**config.mk**
```make
export PLATFORM = sky130hd
export DESIGN_NAME = priority_arbiter_flat
export DESIGN_NICKNAME = d
export VERILOG_FILES = /design/src/rtl/priority_arbiter_if.sv /design/src/rtl/priority_arbiter.sv /design/src/flat_wrapper.sv
export SDC_FILE = /design/constraint.sdc
export NUM_CORES = 1
export LEC_CHECK = 0
export CORE_AREA = 5 5 42 44
export DETAILED_ROUTE_END_ITERATION = 6
export DIE_AREA = 0 0 47 49
export GPL_ROUTABILITY_DRIVEN = 0
export PLACE_DENSITY = 0.77
export SLEW_MARGIN = 20
export SYNTH_ARGS = -nofsm -noshare
export SYNTH_HDL_FRONTEND = slang
export SYNTH_SLANG_ARGS = --single-unit
```
**constraint.sdc**
```tcl
create_clock -name clk -period 2.2 [get_ports clk]
set_input_delay 0.22 -clock clk [delete_from_list [all_inputs] [get_ports clk]]
set_output_delay 0.22 -clock clk [all_outputs]
set_load 0.05 [all_outputs]
```
**src/rtl/priority_arbiter_if.sv**
```systemverilog
// rtl/priority_arbiter_if.sv - request/grant bundle between requesters and the priority arbiter
interface priority_arbiter_if #(
  parameter int N     = 8,
  parameter int IDX_W = 3
);
  logic [N-1:0]     num;
  logic             ack;
  logic             gnt_valid;
  logic [N-1:0]     gnt;
  logic [IDX_W-1:0] ub;

  modport master (output num, ack, input gnt_valid, gnt, ub);
  modport slave  (input num, ack, output gnt_valid, gnt, ub);
endinterface

```
**src/rtl/priority_arbiter.sv**
```systemverilog
// rtl/priority_arbiter.sv - registered fixed-priority / round-robin arbiter with ack handshake
module priority_arbiter #(
  parameter int N     = 8,
  parameter int IDX_W = 3,
  parameter int MODE  = 0
) (
  input  logic               clk,
  input  logic               rst,
  priority_arbiter_if.slave  bus
);

  typedef enum logic {IDLE, GRANT} state_t;

  state_t           state, state_n;
  logic             valid_r, valid_n;
  logic [N-1:0]     gnt_r, gnt_n;
  logic [IDX_W-1:0] ub_r, ub_n;
  logic [IDX_W-1:0] ptr, ptr_n;
  logic [IDX_W-1:0] scan_base;
  logic [IDX_W-1:0] cand;
  logic [IDX_W-1:0] win;

  // On an acked grant the scan must already use the pointer being loaded, i.e. ub_r.
  always_comb begin
    win       = '0;
    cand      = '0;
    scan_base = (state == GRANT) ? ub_r : ptr;
    if (MODE == 0) begin
      for (int i = 0; i < N; i++) begin
        if (bus.num[i]) win = IDX_W'(i);
      end
    end else begin
      // Walk the scan order backwards so the last hit is the first in priority.
      for (int k = N; k >= 1; k--) begin
        cand = IDX_W'((int'(scan_base) + N - k) % N);
        if (bus.num[cand]) win = cand;
      end
    end
  end

  always_comb begin
    state_n = state;
    valid_n = valid_r;
    gnt_n   = gnt_r;
    ub_n    = ub_r;
    ptr_n   = ptr;
    case (state)
      IDLE: begin
        if (|bus.num) begin
          state_n    = GRANT;
          valid_n    = 1'b1;
          ub_n       = win;
          gnt_n      = '0;
          gnt_n[win] = 1'b1;
        end else begin
          valid_n = 1'b0;
          gnt_n   = '0;
          ub_n    = '0;
        end
      end
      GRANT: begin
        if (bus.ack) begin
          if (MODE != 0) ptr_n = ub_r;
          if (|bus.num) begin
            valid_n    = 1'b1;
            ub_n       = win;
            gnt_n      = '0;
            gnt_n[win] = 1'b1;
          end else begin
            state_n = IDLE;
            valid_n = 1'b0;
            gnt_n   = '0;
            ub_n    = '0;
          end
        end
      end
      default: begin
        state_n = IDLE;
        valid_n = 1'b0;
        gnt_n   = '0;
        ub_n    = '0;
      end
    endcase
  end

  always_ff @(posedge clk) begin
    if (rst) begin
      state   <= IDLE;
      valid_r <= 1'b0;
      gnt_r   <= '0;
      ub_r    <= '0;
      ptr     <= '0;
    end else begin
      state   <= state_n;
      valid_r <= valid_n;
      gnt_r   <= gnt_n;
      ub_r    <= ub_n;
      ptr     <= ptr_n;
    end
  end

  assign bus.gnt_valid = valid_r;
  assign bus.gnt       = gnt_r;
  assign bus.ub        = ub_r;

endmodule

```
**src/flat_wrapper.sv**
```systemverilog
// flat-port wrapper written by rule: the top's interface ports become plain ports
module priority_arbiter_flat 
#(
  parameter int N     = 8,
  parameter int IDX_W = 3,
  parameter int MODE  = 0
)
  (clk, rst, bus_num, bus_ack, bus_gnt_valid, bus_gnt, bus_ub);
  priority_arbiter_if #(.N(N), .IDX_W(IDX_W)) bus_i ();
  input  logic clk;
  input  logic rst;
  input wire logic [$bits(bus_i.num)-1:0] bus_num;
  input wire logic [$bits(bus_i.ack)-1:0] bus_ack;
  output wire logic [$bits(bus_i.gnt_valid)-1:0] bus_gnt_valid;
  output wire logic [$bits(bus_i.gnt)-1:0] bus_gnt;
  output wire logic [$bits(bus_i.ub)-1:0] bus_ub;
  assign bus_i.num = bus_num;
  assign bus_i.ack = bus_ack;
  assign bus_gnt_valid = bus_i.gnt_valid;
  assign bus_gnt = bus_i.gnt;
  assign bus_ub = bus_i.ub;
  priority_arbiter #(.N(N), .IDX_W(IDX_W), .MODE(MODE)) u_core (.clk(clk), .rst(rst), .bus(bus_i));
endmodule
```
# Word level (Yosys, flattened, before mapping)
# Index checks and enable logic that the tools add are counted.
# totals
reg_bits	13
wordCells	30
# classes
n_lt_le_gt_ge	2
eq_ne	1
mux	20
n_bitwise	1
n_reduce_logical	2
# ops
op	n
$mux W3	8
$mux W8	2
$pmux W8 S2	1
$reduce_or A8 Y1	1
$pmux W3 S2	1
$mux W1	5
$lt A3 B4 Y1 const B	1
$pmux W1 S2	2
$demux W1 S3	1
$ge A3 B1 Y1 const B	1
$ne A2 B2 Y1 const B	1
$logic_and A1 B1 Y1	1
$not A1 Y1	1

# Longest topological paths before layout
# Gate-level depths: netlist (run 1).
# logic_depth
ltp_word	14
depth_mapped	5
depth_no_buf	4

# Worst setup path before layout (run 1)
# Ideal clock, no wire load.
# synth_timing
path_kind	input-to-reg
startpoint	input port bus_num[5]
endpoint	register u_core.gnt_r[0] (netlist: u_core.bus.gnt[0])
setup_time_ns	0.069
arrival_time_ns	1.089
required_ns	2.131
path_slack_ns	1.042
stages	4
path_buffers	0
path_cell_list	nor4_4 > nand2_2 > or4_1 > o21ai_1
# synth_via
elab_chain_len	10
word_cells_on_any_way	12
# synth_rtl
item	line	text
start, declared	flat_wrapper.sv:12	input wire logic [$bits(bus_i.num)-1:0] bus_num;
$mux W3 (3 in a row)	priority_arbiter.sv:30	if (bus.num[i]) win = IDX_W'(i);
$lt A3 B4 Y1 (not written as such) / $ge A3 B1 Y1 (equally long branches)	priority_arbiter.sv:54, priority_arbiter.sv:68	
$logic_and A1 B1 Y1 (not written as such)	priority_arbiter.sv:54, priority_arbiter.sv:68	
$mux W1 (not written as such)	priority_arbiter.sv:54, priority_arbiter.sv:68	
$demux W1 S3	-	
$mux W8 *	priority_arbiter.sv:49, priority_arbiter.sv:64	
$mux W8	priority_arbiter.sv:62	if (bus.ack) begin
$pmux W8 S2 *	priority_arbiter.sv:47	case (state)
end signal, assigned	priority_arbiter.sv:96	gnt_r <= gnt_n;
end, declared	priority_arbiter.sv:16	logic [N-1:0] gnt_r, gnt_n;
# Every way passes the cells marked *; elsewhere a longest branch is shown, timed or not. The select of a mux whose other input is x is not followed.
# A chain may end at the register's enable or synchronous reset.

# Worst setup path in the final report (run 1)
# layout_timing
startpoint	register u_core.gnt_r[6] (netlist: u_core.bus.gnt[6])
endpoint	output port bus_gnt[6]
# layout_rtl
item	line	text
end, declared	flat_wrapper.sv:15	output wire logic [$bits(bus_i.gnt)-1:0] bus_gnt;
# No word-level cell between the ends.

==> results of run 1 <==
cell usage after synthesis (all sizes together):
cell,n
inv,1
a21o,1
a211oi,1
nor3,1
o41ai,1
o311ai,1
nand2b,1
nor4,1
o21ai,5
nand3,1
clkbuf,3
nand4b,1
dfxtp,13
nand3b,2
o31ai,1
or3,1
or4,1
a21oi,6
nand2,9
nor2,8
a41oi,1
o21a,1
nor2b,2
cell type report:
cell class	instances	area, µm²
Fill cell	138	591
Multi-Input combinational cell	46	265
Sequential cell	13	260
Timing Repair Buffer	24	235
Clock buffer	4	26.3
Tap cell	16	20.0
Inverter	1	3.75
per-stage QoR:
stage / utilization (%) / instance area [µm²] / hold WS, ns
2_1_floorplan: - / 541 / 0.305
6_report: 57.9 / 811 / 0.457
3_3_place_gp: 56.0 / 785 / 0.442
5_1_grt: 57.9 / 811 / 0.481
4_1_cts: 57.9 / 811 / 0.458
3_5_place_dp: 56.0 / 785 / 0.445
how the worst min path moves through the flow:
stage / from / to / slack (ns) / cells after the start
2_1_floorplan: rst / u_core.state$_SDFF_PP0_ / 0.30 / 1
3_3_place_gp: u_core.bus.gnt[7]$_SDFFE_PP0P_ / u_core.bus.gnt[7]$_SDFFE_PP0P_ / 0.44 / 2
3_5_place_dp: u_core.bus.gnt[4]$_SDFFE_PP0P_ / u_core.bus.gnt[4]$_SDFFE_PP0P_ / 0.45 / 2
4_1_cts: u_core.bus.gnt[4]$_SDFFE_PP0P_ / u_core.bus.gnt[4]$_SDFFE_PP0P_ / 0.46 / 2
5_1_grt: u_core.bus.gnt[4]$_SDFFE_PP0P_ / u_core.bus.gnt[4]$_SDFFE_PP0P_ / 0.48 / 2
6_report: u_core.bus.gnt[7]$_SDFFE_PP0P_ / u_core.bus.gnt[7]$_SDFFE_PP0P_ / 0.46 / 2
flip-flops by register name, indices dropped and copies added, names as in the netlist:
signal                cells
u_core.bus.gnt            8
u_core.bus.ub             3
u_core.bus.gnt_valid      1
u_core.state              1
metal layers:
layer / vias to the layer above / GRT usage (%) / routed length (µm)
met2: 18 / 16.7 / 576
li1: 273 / - / -
met5: - / 0 / 0
met3: 2 / 2.95 / 90
met1: 219 / 17.0 / 603
met4: 0 / 6.91 / 6
kinds of logic (layout without fill, tap and decap cells):
| group | count (synthesis) | count (layout) |
|---|---|---|
| flops | 13 | 13 |
| buf+inv | 4 | 29 |
| simple gates | 28 | 28 |
| compound gates | 18 | 18 |
power by group:
part	switching [mW]	total, mW	internal (mW)
Combinational	0.0648	0.109	0.0438
Sequential	0.00465	0.250	0.245
Clock	0.0779	0.148	0.0703
==> impl_table.tex, run 1 <==
\begin{tabular}{lr}
\hline
Metric & Value \\
\hline
\multicolumn{2}{l}{\textbf{Setup path}} \\
\quad Endpoint of the worst register-to-register path & u\_core.bus.gnt[0]\$\_SDFFE\_PP0P\_ \\
\quad Cell count of the worst reg-to-reg path & 4 \\
\quad Delay of the slowest cell on the worst path & 0.80 ns \\
\quad Buffers and inverters on the worst path & 1 \\
\quad CP Data Arrival Time & 1.42 ns \\
\quad Slowest library cell on the worst path & clkdlybuf4s50\_1 \\
\quad Startpoint-to-endpoint class of the critical path & reg2out \\
\quad Total number of cells along the worst setup path & 1 \\
\quad Type of element capturing the critical path & primary output \\
\quad Chain of cells forming the critical path & clkdlybuf4s50\_1 \\
\quad Largest driver fanout on the critical path & 2 \\
\quad Required time of the worst setup path & 1.98 ns \\
\quad Critical path destination & bus\_gnt[6] \\
\quad R2r startpoint & u\_core.state\$\_SDFF\_PP0\_ \\
\quad CP startpoint kind & flip-flop \\
\quad First element of the critical path & u\_core.bus.gnt[6]\$\_SDFFE\_PP0P\_ \\
\quad Top Family by Delay on Critical Path & buffers and inverters \\
\quad Slack of the worst reg-to-reg path & 0.93 ns \\
\multicolumn{2}{l}{\textbf{Floorplan}} \\
\quad Starting density of the core & 38.6\% \\
\quad Core region area & 1400 µm² \\
\quad Vertical die dimension & 49 µm \\
\quad Overall die width & 47 µm \\
\quad Count of pins on the block boundary & 23 \\
\quad Die area & 2300 µm² \\
\quad Number of placement rows & 14 \\
\multicolumn{2}{l}{\textbf{Clock tree}} \\
\quad Clock Root Buffer & clkbuf\_4 \\
\quad Hold buffers post-CTS & 0 \\
\quad CTS-repair resized insts & 0 \\
\quad CTS H-tree lvls & 1 \\
\quad Worst-case clock buffer depth & 2 \\
\quad CTS Sinks & 13 \\
\quad Later-pin clock latency in the skew report & 0.27 ns \\
\quad CTS tree & yes \\
\quad Post-CTS Setup Repair Bufs & 0 \\
\quad Post-CTS clock slew at the launch and capture registers of the worst setup and hold paths & 0.08 ns \\
\quad Number of buffers added by the clock tree synthesis step & 3 \\
\multicolumn{2}{l}{\textbf{STA}} \\
\quad Setup Total Neg Slack & 0 ns \\
\quad Clock Skew & 0.00120 ns \\
\quad Fmax & 609 MHz \\
\quad Post-route worst setup slack & 0.558 ns \\
\quad Final Hold Viols & 0 \\
\quad Setup repair after global routing missed its margin & false \\
\quad Max-Slew Margin vs Limit & 66.9\% \\
\quad Portion of the clock cycle consumed by the worst path in the final layout & 74.7\% \\
\quad Final critical delay including setup and external delays & 1.64 ns \\
\quad Final Setup Violations & 0 \\
\quad Worst-Margin Slew & 0.496 ns \\
\quad Number of slew-limit violations in the final report & 0 \\
\multicolumn{2}{l}{\textbf{Drt}} \\
\quad Detailed-routing iteration count for the pre-antenna-repair pass & 4 \\
\quad 1st-iter DRT viols & 14 \\
\quad Routed vias/inst & 4.92 \\
\quad Remaining DRCs & 0 \\
\quad Routed wire per std cell & 12.3 µm \\
\quad Remaining antenna violation count after routing & 0 \\
\quad Vias after detailed routing & 512 \\
\quad Wirelength, routed & 1.28 mm \\
\multicolumn{2}{l}{\textbf{Cells and area}} \\
\quad Highest-count cells in the layout ignoring fill and taps & clkdlybuf4s50\_1, dfxtp\_1, nor2\_1, nand2\_1, a21oi\_1 \\
\quad Fraction of layout instances using a drive strength above 1 & 7.95\% \\
\quad Most common cell after layout, fill and taps aside & clkdlybuf4s50\_1 \\
\quad Layout-stage area growth over the synthesis result & 50.0\% \\
\quad Number of diodes & 0 \\
\quad Nets & 100 \\
\quad Final cell count without fillers & 104 \\
\multicolumn{2}{l}{\textbf{Yosys}} \\
\quad Biggest area contributors in the synthesized netlist & dfxtp\_1, a21oi\_1, nand2\_1 \\
\quad Synthesized netlist cell count & 63 \\
\quad Fraction of the yosys area taken by sequential cells & 48.1\% \\
\quad Share of cell area taken by muxes after synthesis & 0\% \\
\quad Synth Warn \# & 0 \\
\quad Post-synthesis area per instance & 8.58 µm² \\
\quad Yosys top cell area share & 48.1\% \\
\quad Distinct cell type count after synthesis & 25 \\
\quad Compound-gate portion of the synthesized area & 20.6\% \\
\quad Cell area after technology mapping & 541 µm² \\
\quad Dominant combinational cell family by area after synthesis & simple AND/OR/NAND/NOR gates \\
\quad Share of the synthesized netlist area taken by xor and xnor gates & 0\% \\
\quad Largest area contributor in the synthesized netlist & dfxtp\_1 \\
\quad Synthesized-area fraction occupied by and/or/nand/nor cells & 28.5\% \\
\quad Number of storage elements in the synthesis netlist & 13 \\
\quad Mapped Nets & 74 \\
\quad Synthesized-area fraction occupied by adder cells & 0\% \\
\multicolumn{2}{l}{\textbf{Job}} \\
\quad Max-capacitance violation count & 0 \\
\multicolumn{2}{l}{\textbf{Power and ir drop}} \\
\quad Post-route total power & 0.507 mW \\
\quad Power density of the placed cells & 625 nW/µm² \\
\quad Leak pwr & 0.291 nW \\
\quad Peak supply drop & 0.000324 V \\
\multicolumn{2}{l}{\textbf{Global routing}} \\
\quad Via count of the first global-routing pass & 505 \\
\quad Antenna violations before repair & 0 \\
\quad Global-route wire length before repair & 2.10 mm \\
\quad Aggregate global-route resource usage & 12.3\% \\
\quad Total congestion overflow & 0 \\
\quad Maximum number of pins on one net before global-route repair & 12 \\
\multicolumn{2}{l}{\textbf{Placement}} \\
\quad HPWL after detailed placement & 976 µm \\
\quad Number of placed instances with taps included & 100 \\
\quad Placement-stage worst setup slack & 0.419 ns \\
\quad Number of buffer cells added on primary ports & 22 \\
\multicolumn{2}{l}{\textbf{Run status}} \\
\quad Run status & completed \\
\multicolumn{2}{l}{\textbf{Min path}} \\
\quad Type of the tightest min-delay check & reg2reg \\
\hline
\end{tabular}
No activity file was read; power rests on OpenSTA's default activity.
==> run 2: changes to the inputs <==
--- a/config.mk
+++ b/config.mk
@@ -5,11 +5,11 @@
 export SDC_FILE = /design/constraint.sdc
 export NUM_CORES = 1
 export LEC_CHECK = 0
-export CORE_AREA = 5 5 42 44
+export CORE_AREA = 5 5 46 48
 export DETAILED_ROUTE_END_ITERATION = 6
-export DIE_AREA = 0 0 47 49
+export DIE_AREA = 0 0 51 53
 export GPL_ROUTABILITY_DRIVEN = 0
-export PLACE_DENSITY = 0.77
+export PLACE_DENSITY = 0.67
 export SLEW_MARGIN = 20
 export SYNTH_ARGS = -nofsm -noshare
 export SYNTH_HDL_FRONTEND = slang
==> constraint.sdc (replaced) <==
create_clock -name clk -period 1.3 [get_ports clk]
set_input_delay 0.13 -clock clk [delete_from_list [all_inputs] [get_ports clk]]
set_output_delay 0.13 -clock clk [all_outputs]
set_load 0.05 [all_outputs]
==> impl_table.tex, run 2 (synthesis gave the netlist of run 1 again) <==
\begin{tabular}{lr}
\hline
Metric & Value \\
\hline
\multicolumn{2}{l}{\textbf{Global routing}} \\
\quad Antenna violations before repair & 0 (unchanged) \\
\quad Via count of the first global-routing pass & 576 (was 505) \\
\quad Met2 demand-to-capacity share in global routing & 20.0\% (was 16.7\%) \\
\quad Maximum number of pins on one net before global-route repair & 10 (was 12) \\
\quad Routing usage on met3 & 2.25\% (was 2.95\%) \\
\quad M1 GR Usage & 13.9\% (was 17.0\%) \\
\quad Total congestion overflow & 0 (unchanged) \\
\quad Global-route layer with the greatest usage & met2 (was met1) \\
\quad Global-route wire length before repair & 2.42 mm (was 2.10 mm) \\
\quad Aggregate global-route resource usage & 12.2\% (was 12.3\%) \\
\multicolumn{2}{l}{\textbf{Cells and area}} \\
\quad Max reg flops & 8 (unchanged) \\
\quad Layout fillers & 130 (was 138) \\
\quad Sequential cell area & 260 µm² (unchanged) \\
\quad Layout-stage area growth over the synthesis result & 91.0\% (was 50.0\%) \\
\quad Post-route cell area & 1030 µm² (was 811 µm²) \\
\quad Fraction of layout instances using a drive strength above 1 & 34.3\% (was 7.95\%) \\
\quad Nets & 111 (was 100) \\
\quad Highest-count cells in the layout ignoring fill and taps & buf\_4, dfxtp\_1, buf\_12 (was clkdlybuf4s50\_1, dfxtp\_1, nor2\_1, nand2\_1, a21oi\_1) \\
\quad Footprint of the multi-input gates & 283 µm² (was 265 µm²) \\
\quad Number of diodes & 0 (unchanged) \\
\multicolumn{2}{l}{\textbf{Floorplan}} \\
\quad Vertical die dimension & 53 µm (was 49 µm) \\
\quad Core region area & 1670 µm² (was 1400 µm²) \\
\quad Starting density of the core & 32.4\% (was 38.6\%) \\
\quad Die area & 2700 µm² (was 2300 µm²) \\
\quad Number of placement rows & 15 (was 14) \\
\quad Overall die width & 51 µm (was 47 µm) \\
\quad Count of pins on the block boundary & 23 (unchanged) \\
\multicolumn{2}{l}{\textbf{Clock tree}} \\
\quad CTS Sinks & 13 (unchanged) \\
\quad Clock Root Buffer & clkbuf\_4 (unchanged) \\
\quad Later-pin clock latency in the skew report & 0.28 ns (was 0.27 ns) \\
\quad Post-CTS Setup Repair Bufs & 0 (unchanged) \\
\quad Post-CTS clock slew at the launch and capture registers of the worst setup and hold paths & 0.08 ns (about the same) \\
\quad CTS H-tree lvls & 1 (unchanged) \\
\quad Number of buffers added by the clock tree synthesis step & 3 (unchanged) \\
\quad Worst-case clock buffer depth & 2 (unchanged) \\
\quad CTS tree & yes (unchanged) \\
\multicolumn{2}{l}{\textbf{Setup path}} \\
\quad Cell count of the worst reg-to-reg path & 3 (was 4) \\
\quad Largest driver fanout on the critical path & 3 (was 2) \\
\quad Endpoint of the worst register-to-register path & u\_core.bus.gnt[0]\$\_SDFFE\_PP0P\_ (unchanged) \\
\quad Required time of the worst setup path & 1.48 ns (was 1.98 ns) \\
\quad Type of element capturing the critical path & flip-flop (was primary output) \\
\quad Slack of the worst reg-to-reg path & 0.12 ns (was 0.93 ns) \\
\quad Delay of the slowest cell on the worst path & 0.53 ns (was 0.80 ns) \\
\quad CP startpoint kind & primary input (was flip-flop) \\
\quad Startpoint-to-endpoint class of the critical path & in2reg (was reg2out) \\
\quad CP Data Arrival Time & 1.42 ns (about the same) \\
\quad R2r startpoint & u\_core.state\$\_SDFF\_PP0\_ (unchanged) \\
\quad Slowest library cell on the worst path & clkdlybuf4s50\_1 (unchanged) \\
\quad Chain of cells forming the critical path & clkdlybuf4s50\_1 > nor2b\_1 > o21ai\_0 > nand2\_1 > o41ai\_2 (was clkdlybuf4s50\_1) \\
\multicolumn{2}{l}{\textbf{Placement}} \\
\quad Post-Place Cell Area & 988 µm² (was 785 µm²) \\
\quad Number of buffer cells added on primary ports & 22 (unchanged) \\
\quad Placement-stage worst setup slack & -0.331 ns (was 0.419 ns) \\
\quad HPWL after detailed placement & 1.14 mm (was 976 µm) \\
\multicolumn{2}{l}{\textbf{Min path}} \\
\quad Number of stages on the worst hold path & 5 (was 2) \\
\quad Worst hold path startpoint & bus\_num[5] (was u\_core.bus.gnt[7]\$\_SDFFE\_PP0P\_) \\
\quad Type of the tightest min-delay check & in2reg (was reg2reg) \\
\quad WHS Endpoint & u\_core.bus.gnt[1]\$\_SDFFE\_PP0P\_ (was u\_core.bus.gnt[7]\$\_SDFFE\_PP0P\_) \\
\multicolumn{2}{l}{\textbf{STA}} \\
\quad Final critical delay including setup and external delays & 1.23 ns \\
\quad Post-route worst setup slack & 0.0665 ns (was 0.558 ns) \\
\quad Number of slew-limit violations in the final report & 0 (unchanged) \\
\quad Max-Slew Margin vs Limit & 78.9\% (was 66.9\%) \\
\quad Clock Skew & 0.00322 ns (was 0.00120 ns) \\
\quad Portion of the clock cycle consumed by the worst path in the final layout & 94.9\% \\
\quad Final Hold Viols & 0 (unchanged) \\
\quad Post-Route Hold Slack & 0.309 ns (was 0.457 ns) \\
\quad Fmax & 811 MHz \\
\quad Worst-Margin Slew & 0.313 ns (was 0.496 ns) \\
\quad Setup repair after global routing missed its margin & false (unchanged) \\
\quad Final Setup Violations & 0 (unchanged) \\
\multicolumn{2}{l}{\textbf{Drt}} \\
\quad Remaining DRCs & 0 (unchanged) \\
\quad 1st-iter DRT viols & 24 (was 14) \\
\quad Routed vias/inst & 5.15 (was 4.92) \\
\quad Routed wire per std cell & 12.7 µm (was 12.3 µm) \\
\quad Remaining antenna violation count after routing & 0 (unchanged) \\
\quad Detailed-routing iteration count for the pre-antenna-repair pass & 4 (unchanged) \\
\quad Vias after detailed routing & 597 (was 512) \\
\quad Wirelength, routed & 1.47 mm (was 1.28 mm) \\
\multicolumn{2}{l}{\textbf{Power and ir drop}} \\
\quad Clock share of power & 27.6\% (was 29.2\%) \\
\quad Peak supply drop & 0.000442 V (was 0.000324 V) \\
\quad Logic gate share of total power & 25.9\% (was 21.4\%) \\
\quad Leak pwr & 0.427 nW (was 0.291 nW) \\
\quad Sw Ratio & 29.1\% (about the same) \\
\quad Power density of the placed cells & 898 nW/µm² (was 625 nW/µm²) \\
\quad Internal Dissipation & 0.657 mW (was 0.359 mW) \\
\quad Power spent charging and discharging nets & 0.270 mW (was 0.147 mW) \\
\quad Part of the total power dissipated in sequential elements & 46.5\% (was 49.3\%) \\
\multicolumn{2}{l}{\textbf{Job}} \\
\quad Max-capacitance violation count & 0 (unchanged) \\
\multicolumn{2}{l}{\textbf{Run status}} \\
\quad Run status & completed (unchanged) \\
\hline
\end{tabular}
## run 2: repair_timing
action                                  in CTS  in global routing
pin swaps                                    2                  1
hold buffers                                 0                  0
endpoints found under the setup margin       2                  2
resized for setup                            2                  5
## run 2: worst max path at each step
stage,startpoint,endpoint,slack (ns),cells past startpoint
after global routing,bus_num[2],u_core.bus.gnt[0]$_SDFFE_PP0P_,0.01,5
after detailed placement,bus_num[5],u_core.bus.gnt[0]$_SDFFE_PP0P_,-0.33,5
after global placement,bus_num[5],u_core.bus.gnt[0]$_SDFFE_PP0P_,-0.27,5
after floorplan,bus_num[5],u_core.bus.gnt[0]$_SDFFE_PP0P_,0.23,4
final,bus_num[2],u_core.bus.gnt[2]$_SDFFE_PP0P_,0.07,5
after CTS,bus_num[7],u_core.bus.gnt[0]$_SDFFE_PP0P_,0.01,5
## run 2: per-stage QoR
step	TNS (ns)	util (%)	power, mW	cells
floorplan	0	-	0.531	63
global placement	-1.38	59.2	0.678	112
detailed placement	-1.58	59.2	0.679	112
CTS	0	60.6	0.933	116
global route	0	61.8	0.966	116
finish	0	61.8	0.927	116
## run 2: worst max-delay path, delay by kind of cell
family / cells / cell delay, ns
compound gates: 2 / 0.54
buf+inv: 1 / 0.53
simple gates: 2 / 0.22
## run 2: cell type report
cell class	instances	share of cell area (%)
Tap cell	17	2.06
Inverter	1	0.364
Timing Repair Buffer	35	42.4
Clock buffer	4	2.55
Multi-Input combinational cell	46	27.4
Sequential cell	13	25.2
## run 2: power by group through the flow
stage	Sequential [mW]	Combinational (mW)	Clock, mW
global route	0.433	0.253	0.279
global placement	0.440	0.237	0
finish	0.431	0.240	0.256
CTS	0.432	0.237	0.264
floorplan	0.485	0.0464	0
detailed placement	0.441	0.238	0
## run 2: routing by layer
metal  vias up  routed length, µm
li1        295                  -
met1       274                621
met2        23                727
met3         5                 76
met4         0                 46
met5         -                  0
